### src/rtl/wb_initiator.sv
// wb_initiator: single-transfer Wishbone pipelined master with retry and timeout handling
module wb_initiator #(
    parameter int TIMEOUT   = 255,
    parameter int MAX_RETRY = 3
) (
    input  logic        clk_i,
    input  logic        rst_i,
    input  logic        cmd_valid_i,
    output logic        cmd_ready_o,
    input  logic        cmd_we_i,
    input  logic [31:0] cmd_adr_i,
    input  logic [31:0] cmd_dat_i,
    input  logic [3:0]  cmd_sel_i,
    output logic        rsp_valid_o,
    output logic [31:0] rsp_dat_o,
    output logic        rsp_err_o,
    output logic        rsp_tmo_o,
    output logic        busy_o,
    output logic        wb_cyc_o,
    output logic        wb_stb_o,
    output logic        wb_we_o,
    output logic [31:0] wb_adr_o,
    output logic [3:0]  wb_sel_o,
    output logic [31:0] wb_dat_o,
    input  logic        wb_ack_i,
    input  logic        wb_err_i,
    input  logic        wb_rty_i,
    input  logic        wb_stall_i,
    input  logic [31:0] wb_dat_i
);
    typedef enum logic [1:0] {S_IDLE, S_STROBE, S_WAIT} state_t;

    localparam logic [15:0] TMO_LAST  = 16'(TIMEOUT - 1);
    localparam logic [3:0]  RETRY_LIM = 4'(MAX_RETRY);

    state_t      state_q, state_d;
    logic        we_q, we_d;
    logic [31:0] adr_q, adr_d;
    logic [31:0] dat_q, dat_d;
    logic [3:0]  sel_q, sel_d;
    logic [3:0]  retry_q, retry_d;
    logic [15:0] tmo_q, tmo_d;
    logic        rsp_valid_q, rsp_valid_d;
    logic [31:0] rsp_dat_q, rsp_dat_d;
    logic        rsp_err_q, rsp_err_d;
    logic        rsp_tmo_q, rsp_tmo_d;
    logic        accept, in_wait, term, fin_ack, fin_err, fin_tmo, do_retry;

    // Classify this cycle's outcome; slave replies only count in WAIT, err beats ack beats rty
    always_comb begin
        accept   = cmd_valid_i & cmd_ready_o;
        in_wait  = state_q == S_WAIT;
        term     = in_wait & (wb_ack_i | wb_err_i | wb_rty_i);
        fin_ack  = in_wait & wb_ack_i & ~wb_err_i;
        do_retry = in_wait & wb_rty_i & ~wb_ack_i & ~wb_err_i & (retry_q < RETRY_LIM);
        fin_err  = in_wait & (wb_err_i | (wb_rty_i & ~wb_ack_i & ~(retry_q < RETRY_LIM)));
        fin_tmo  = (state_q != S_IDLE) & ~term & (tmo_q == TMO_LAST);
    end

    // State register
    always_ff @(posedge clk_i) begin
        if (rst_i) state_q <= S_IDLE;
        else       state_q <= state_d;
    end

    // Next-state logic
    always_comb begin
        state_d = state_q;
        case (state_q)
            S_IDLE:   state_d = accept ? S_STROBE : S_IDLE;
            S_STROBE: state_d = fin_tmo ? S_IDLE : (wb_stall_i ? S_STROBE : S_WAIT);
            S_WAIT:   state_d = do_retry ? S_STROBE : ((fin_ack | fin_err | fin_tmo) ? S_IDLE : S_WAIT);
            default:  state_d = S_IDLE;
        endcase
    end

    // Bus control and handshake outputs decoded from state
    always_comb begin
        cmd_ready_o = (state_q == S_IDLE) & ~rst_i;
        busy_o      = state_q != S_IDLE;
        wb_cyc_o    = state_q != S_IDLE;
        wb_stb_o    = state_q == S_STROBE;
    end

    // Command capture, retry/timeout counters and response formation
    always_comb begin
        we_d        = accept ? cmd_we_i  : we_q;
        adr_d       = accept ? cmd_adr_i : adr_q;
        dat_d       = accept ? cmd_dat_i : dat_q;
        sel_d       = accept ? cmd_sel_i : sel_q;
        retry_d     = accept ? 4'd0 : (do_retry ? retry_q + 4'd1 : retry_q);
        tmo_d       = (accept | do_retry) ? 16'd0 : ((state_q != S_IDLE) ? tmo_q + 16'd1 : tmo_q);
        rsp_valid_d = fin_ack | fin_err | fin_tmo;
        rsp_err_d   = rsp_valid_d ? (fin_err | fin_tmo) : rsp_err_q;
        rsp_tmo_d   = rsp_valid_d ? (fin_tmo & ~fin_err) : rsp_tmo_q;
        rsp_dat_d   = rsp_valid_d ? ((fin_ack & ~we_q) ? wb_dat_i : 32'd0) : rsp_dat_q;
    end

    // Datapath registers
    always_ff @(posedge clk_i) begin
        if (rst_i) begin
            we_q        <= 1'b0;
            adr_q       <= 32'd0;
            dat_q       <= 32'd0;
            sel_q       <= 4'd0;
            retry_q     <= 4'd0;
            tmo_q       <= 16'd0;
            rsp_valid_q <= 1'b0;
            rsp_dat_q   <= 32'd0;
            rsp_err_q   <= 1'b0;
            rsp_tmo_q   <= 1'b0;
        end else begin
            we_q        <= we_d;
            adr_q       <= adr_d;
            dat_q       <= dat_d;
            sel_q       <= sel_d;
            retry_q     <= retry_d;
            tmo_q       <= tmo_d;
            rsp_valid_q <= rsp_valid_d;
            rsp_dat_q   <= rsp_dat_d;
            rsp_err_q   <= rsp_err_d;
            rsp_tmo_q   <= rsp_tmo_d;
        end
    end

    assign wb_we_o     = we_q;
    assign wb_adr_o    = adr_q;
    assign wb_dat_o    = dat_q;
    assign wb_sel_o    = sel_q;
    assign rsp_valid_o = rsp_valid_q;
    assign rsp_dat_o   = rsp_dat_q;
    assign rsp_err_o   = rsp_err_q;
    assign rsp_tmo_o   = rsp_tmo_q;
endmodule

### config.mk
export PLATFORM = sky130hd
export DESIGN_NAME = wb_initiator
export DESIGN_NICKNAME = d
export VERILOG_FILES = /design/src/rtl/wb_initiator.sv
export SDC_FILE = /design/constraint.sdc
export NUM_CORES = 1
export LEC_CHECK = 0
export CELL_PAD_IN_SITES_DETAIL_PLACEMENT = 0
export CELL_PAD_IN_SITES_GLOBAL_PLACEMENT = 1
export CORE_ASPECT_RATIO = 1.5
export CORE_UTILIZATION = 29
export DETAILED_ROUTE_END_ITERATION = 10
export GPL_TIMING_DRIVEN = 0
export PLACE_DENSITY_LB_ADDON = 0.15
export SYNTH_ARGS = -nofsm -noshare
export SYNTH_HDL_FRONTEND = slang
export SYNTH_SLANG_ARGS = --single-unit
### constraint.sdc
create_clock -name clk_i -period 2.13 [get_ports clk_i]
set_input_delay 0.3195 -clock clk_i [delete_from_list [all_inputs] [get_ports clk_i]]
set_output_delay 0.3195 -clock clk_i [all_outputs]
set_load 0.005 [all_outputs]
==> flow_summary.yaml <==
synthesis:
  netlist_instances: 516
  async_flop_share_pct: 0
  synthMuxAreaShare_pct: 0.434
  syn_area_mm2: 0.00461
  yosysSeqAreaShare_pct: 54.7
  postSynthAreaPerCell_um2: 8.94
  ys_types: 47
  synthesis.nets: 627
  synth_compound_area_share_pct: 17.4
  synth_enable_flop_cells: 0
  synth_top_family_by_area: "simple AND/OR/NAND/NOR gates"
  synth-simple-area-share_pct: 19.7
  synthAdderAreaFrac_pct: 0.814
  synth-seq-cells: 126
  synth_ff_type: "dfxtp_1"
  yosys_warnings: 0
  synth-xor-area-share_pct: 2.47
power_and_ir_drop:
  pwr_density_cell_mw_per_mm2: 825
  ir_drop_mv: 0.390
  leakage_nw: 2.81
  power_w: 0.00634
layout:
  fin_util_pct: 49.4
  num_antenna_cells: 0
  finalNonFillerCells: 967
  syn2layout_area_growth_pct: 66.5
  final_area_mm2: 0.00768
  drive_above_1_share_pct: 7.85
  final_cell_mix: "clkdlybuf4s50_1, nand2_1, dfxtp_1"
  nets: 863
  final_common_cell: "clkdlybuf4s50_1"
setup_path:
  crit_required_ps: 1810
  slowest_stage: "clkdlybuf4s50_1"
  cp_num_buf_inv: 2
  worstSetupStartpointType: "flop"
  arrival_ps: 1710
  worstPathCellList: "buf_2 -> nor2b_1 -> clkdlybuf4s50_1"
  critPathCaptureType: "primary output"
  worstPathMaxFanout: 8
  path_class: "flop to primary output"
  crit_cells: 3
  max_stage_delay_ps: 550
  crit_family: "buffers and inverters"
  reg2reg_depth: 9
run:
  max-cap-violations: 0
sta:
  period_needed_ps: 2030
  relSlewSlack_pct: 56.5
  hold_viol: 0
  fin_skew_ps: 11.3
  rsz0062_at_grt: "false"
  finalMaxSlewViolations: 0
  fin_crit_sh_pct: 95.1
  tightest_slew_ps: 653
  setup_ws_ps: 104
  setup-violations-final: 0
  fmax_ghz: 0.493
cts:
  clk_pin_slew_worst_paths_ps: 60
  cts-htree-levels: 4
  clock_latency_ps: 420
  clock_path_buffers: 2
  cts_root_buffer: "clkbuf_16"
  cts_tree: "built"
  clock_sinks: 126
  numCtsBuffers: 17
detailed_routing:
  drt_iter0_drc: 188
  via_per_inst: 4.70
  routedWlPerCell_um: 14.7
  drc: 0
  ant_nets: 0
  drt_pass1_iterations: 4
  vias: 4545
  wirelength_mm: 14.2
placed_design:
  numPortBuffers: 214
  pre_cts_slack_ps: -41.6
  place_area_mm2: 0.00701
  place_congestion: 0.741
  placedCellCount: 933
  dp_hpwl_mm: 10.6
global_route:
  grt.total_usage_pct: 17.4
  grt_pass1_wl_mm: 22.5
  grt_max_degree: 17
  grt.overflow.total: 0
  antenna_found_initial: 0
  grt_pass1_vias: 4418
floorplan:
  fp.dieArea_mm2: 0.0164
  num_io_pins: 216
  die-width_um: 105
  die-height_um: 156
  start_util_pct: 29.6
  coreArea_mm2: 0.0156
  rows: 56
min_path:
  min_path_cells: 2
  hold_class: "primary input to flop"
status:
  status: "finished clean"
==> sequential cells by signal, summed over array words and instances (netlist names) <==
name / count
rsp_tmo_o: 1
rsp_err_o: 1
state_q: 2
rsp_dat_o: 32
wb_sel_o: 4
wb_dat_o: 32
tmo_q: 16
wb_adr_o: 32
rsp_valid_o: 1
wb_we_o: 1
retry_q: 4
==> Yosys cell counts (all sizes together), types with 2 or more instances <==
cell type / n / share of area (%)
nand2: 146 / 12
dfxtp: 126 / 55
o21ai: 73 / 7.9
a32o: 32 / 6.9
nor2: 24 / 2.0
clkbuf: 22 / 1.8
buf: 15 / 2.1
xnor2: 10 / 1.9
inv: 7 / 0.57
nor3: 7 / 0.87
nand3: 6 / 0.92
nand4: 5 / 0.68
nor4: 5 / 1.0
a21oi: 4 / 0.43
nor2b: 4 / 0.54
ha: 3 / 0.81
xor2: 3 / 0.57
a211oi: 2 / 0.33
and2: 2 / 0.27
mux2i: 2 / 0.43
==> where the power goes <==
part	switching, W	internal, W	total [W]
clock	0.00110	0.00196	0.00306
sequential	0.0000632	0.00248	0.00254
combinational	0.000286	0.000454	0.000740
total	0.00145	0.00489	0.00634
==> final timing paths <==
| kind | start | endpoint | slack (ps) |
|---|---|---|---|
| max reg2reg | state_q[0] | wb_adr_o[15] | 230 |
| min | rst_i | rsp_valid_o | 350 |
| max | state_q[0] | wb_stb_o | 100 |
| min reg2reg | wb_dat_o[8] | wb_dat_o[8] | 460 |
==> worst register-to-register path, cell delays in order (launching register included) <==
cell,delay (ps)
dfxtp_1,290
buf_2,170
nor2_4,170
buf_4,140
and3_1,200
clkbuf_4,230
buf_2,220
buf_2,250
nand2_1,80
o21ai_0,80
==> through the flow <==
step	hold slack (ps)	TNS, ps
6_report	352	0
3_3_place_gp	444	-180
5_1_grt	410	0
3_5_place_dp	449	-340
4_1_cts	349	0
2_1_floorplan	428	0
==> cell type report <==
type,instances,area (um2)
inverters,7,26.3
clock inverters,13,191
well taps,203,254
fillers,1533,7880
plain buffers,37,181
repair buffers,217,2170
clock buffers,18,429
flip-flops and latches,126,2520
multi-input cells,346,1900
==> timing repair <==
action                     in CTS  in global routing
hold buffers                    0                  0
setup endpoints to repair       2                 42
pin swaps                       1                  1
setup buffers                   0                  3
gates resized for setup         1                  8
==> cells by family after synthesis <==
| family | Yosys count |
|---|---|
| adder cells (fa/ha/maj) | 3 |
| AO/OA/AOI/OAI | 120 |
| flip-flops | 126 |
| buffers and inverters | 44 |
| XOR/XNOR | 13 |
| multiplexers | 2 |
| AND/OR/NAND/NOR | 208 |
==> routing by layer <==
layer	GRT usage, %	part of all wire [%]	vias to the layer above
met5	0	0	-
met4	8.79	3.2	0
met3	6.12	7.2	29
met2	31.3	51	149
met1	17.7	38	2108
li1	-	-	2259
No activity file was read; power rests on OpenSTA's default activity.
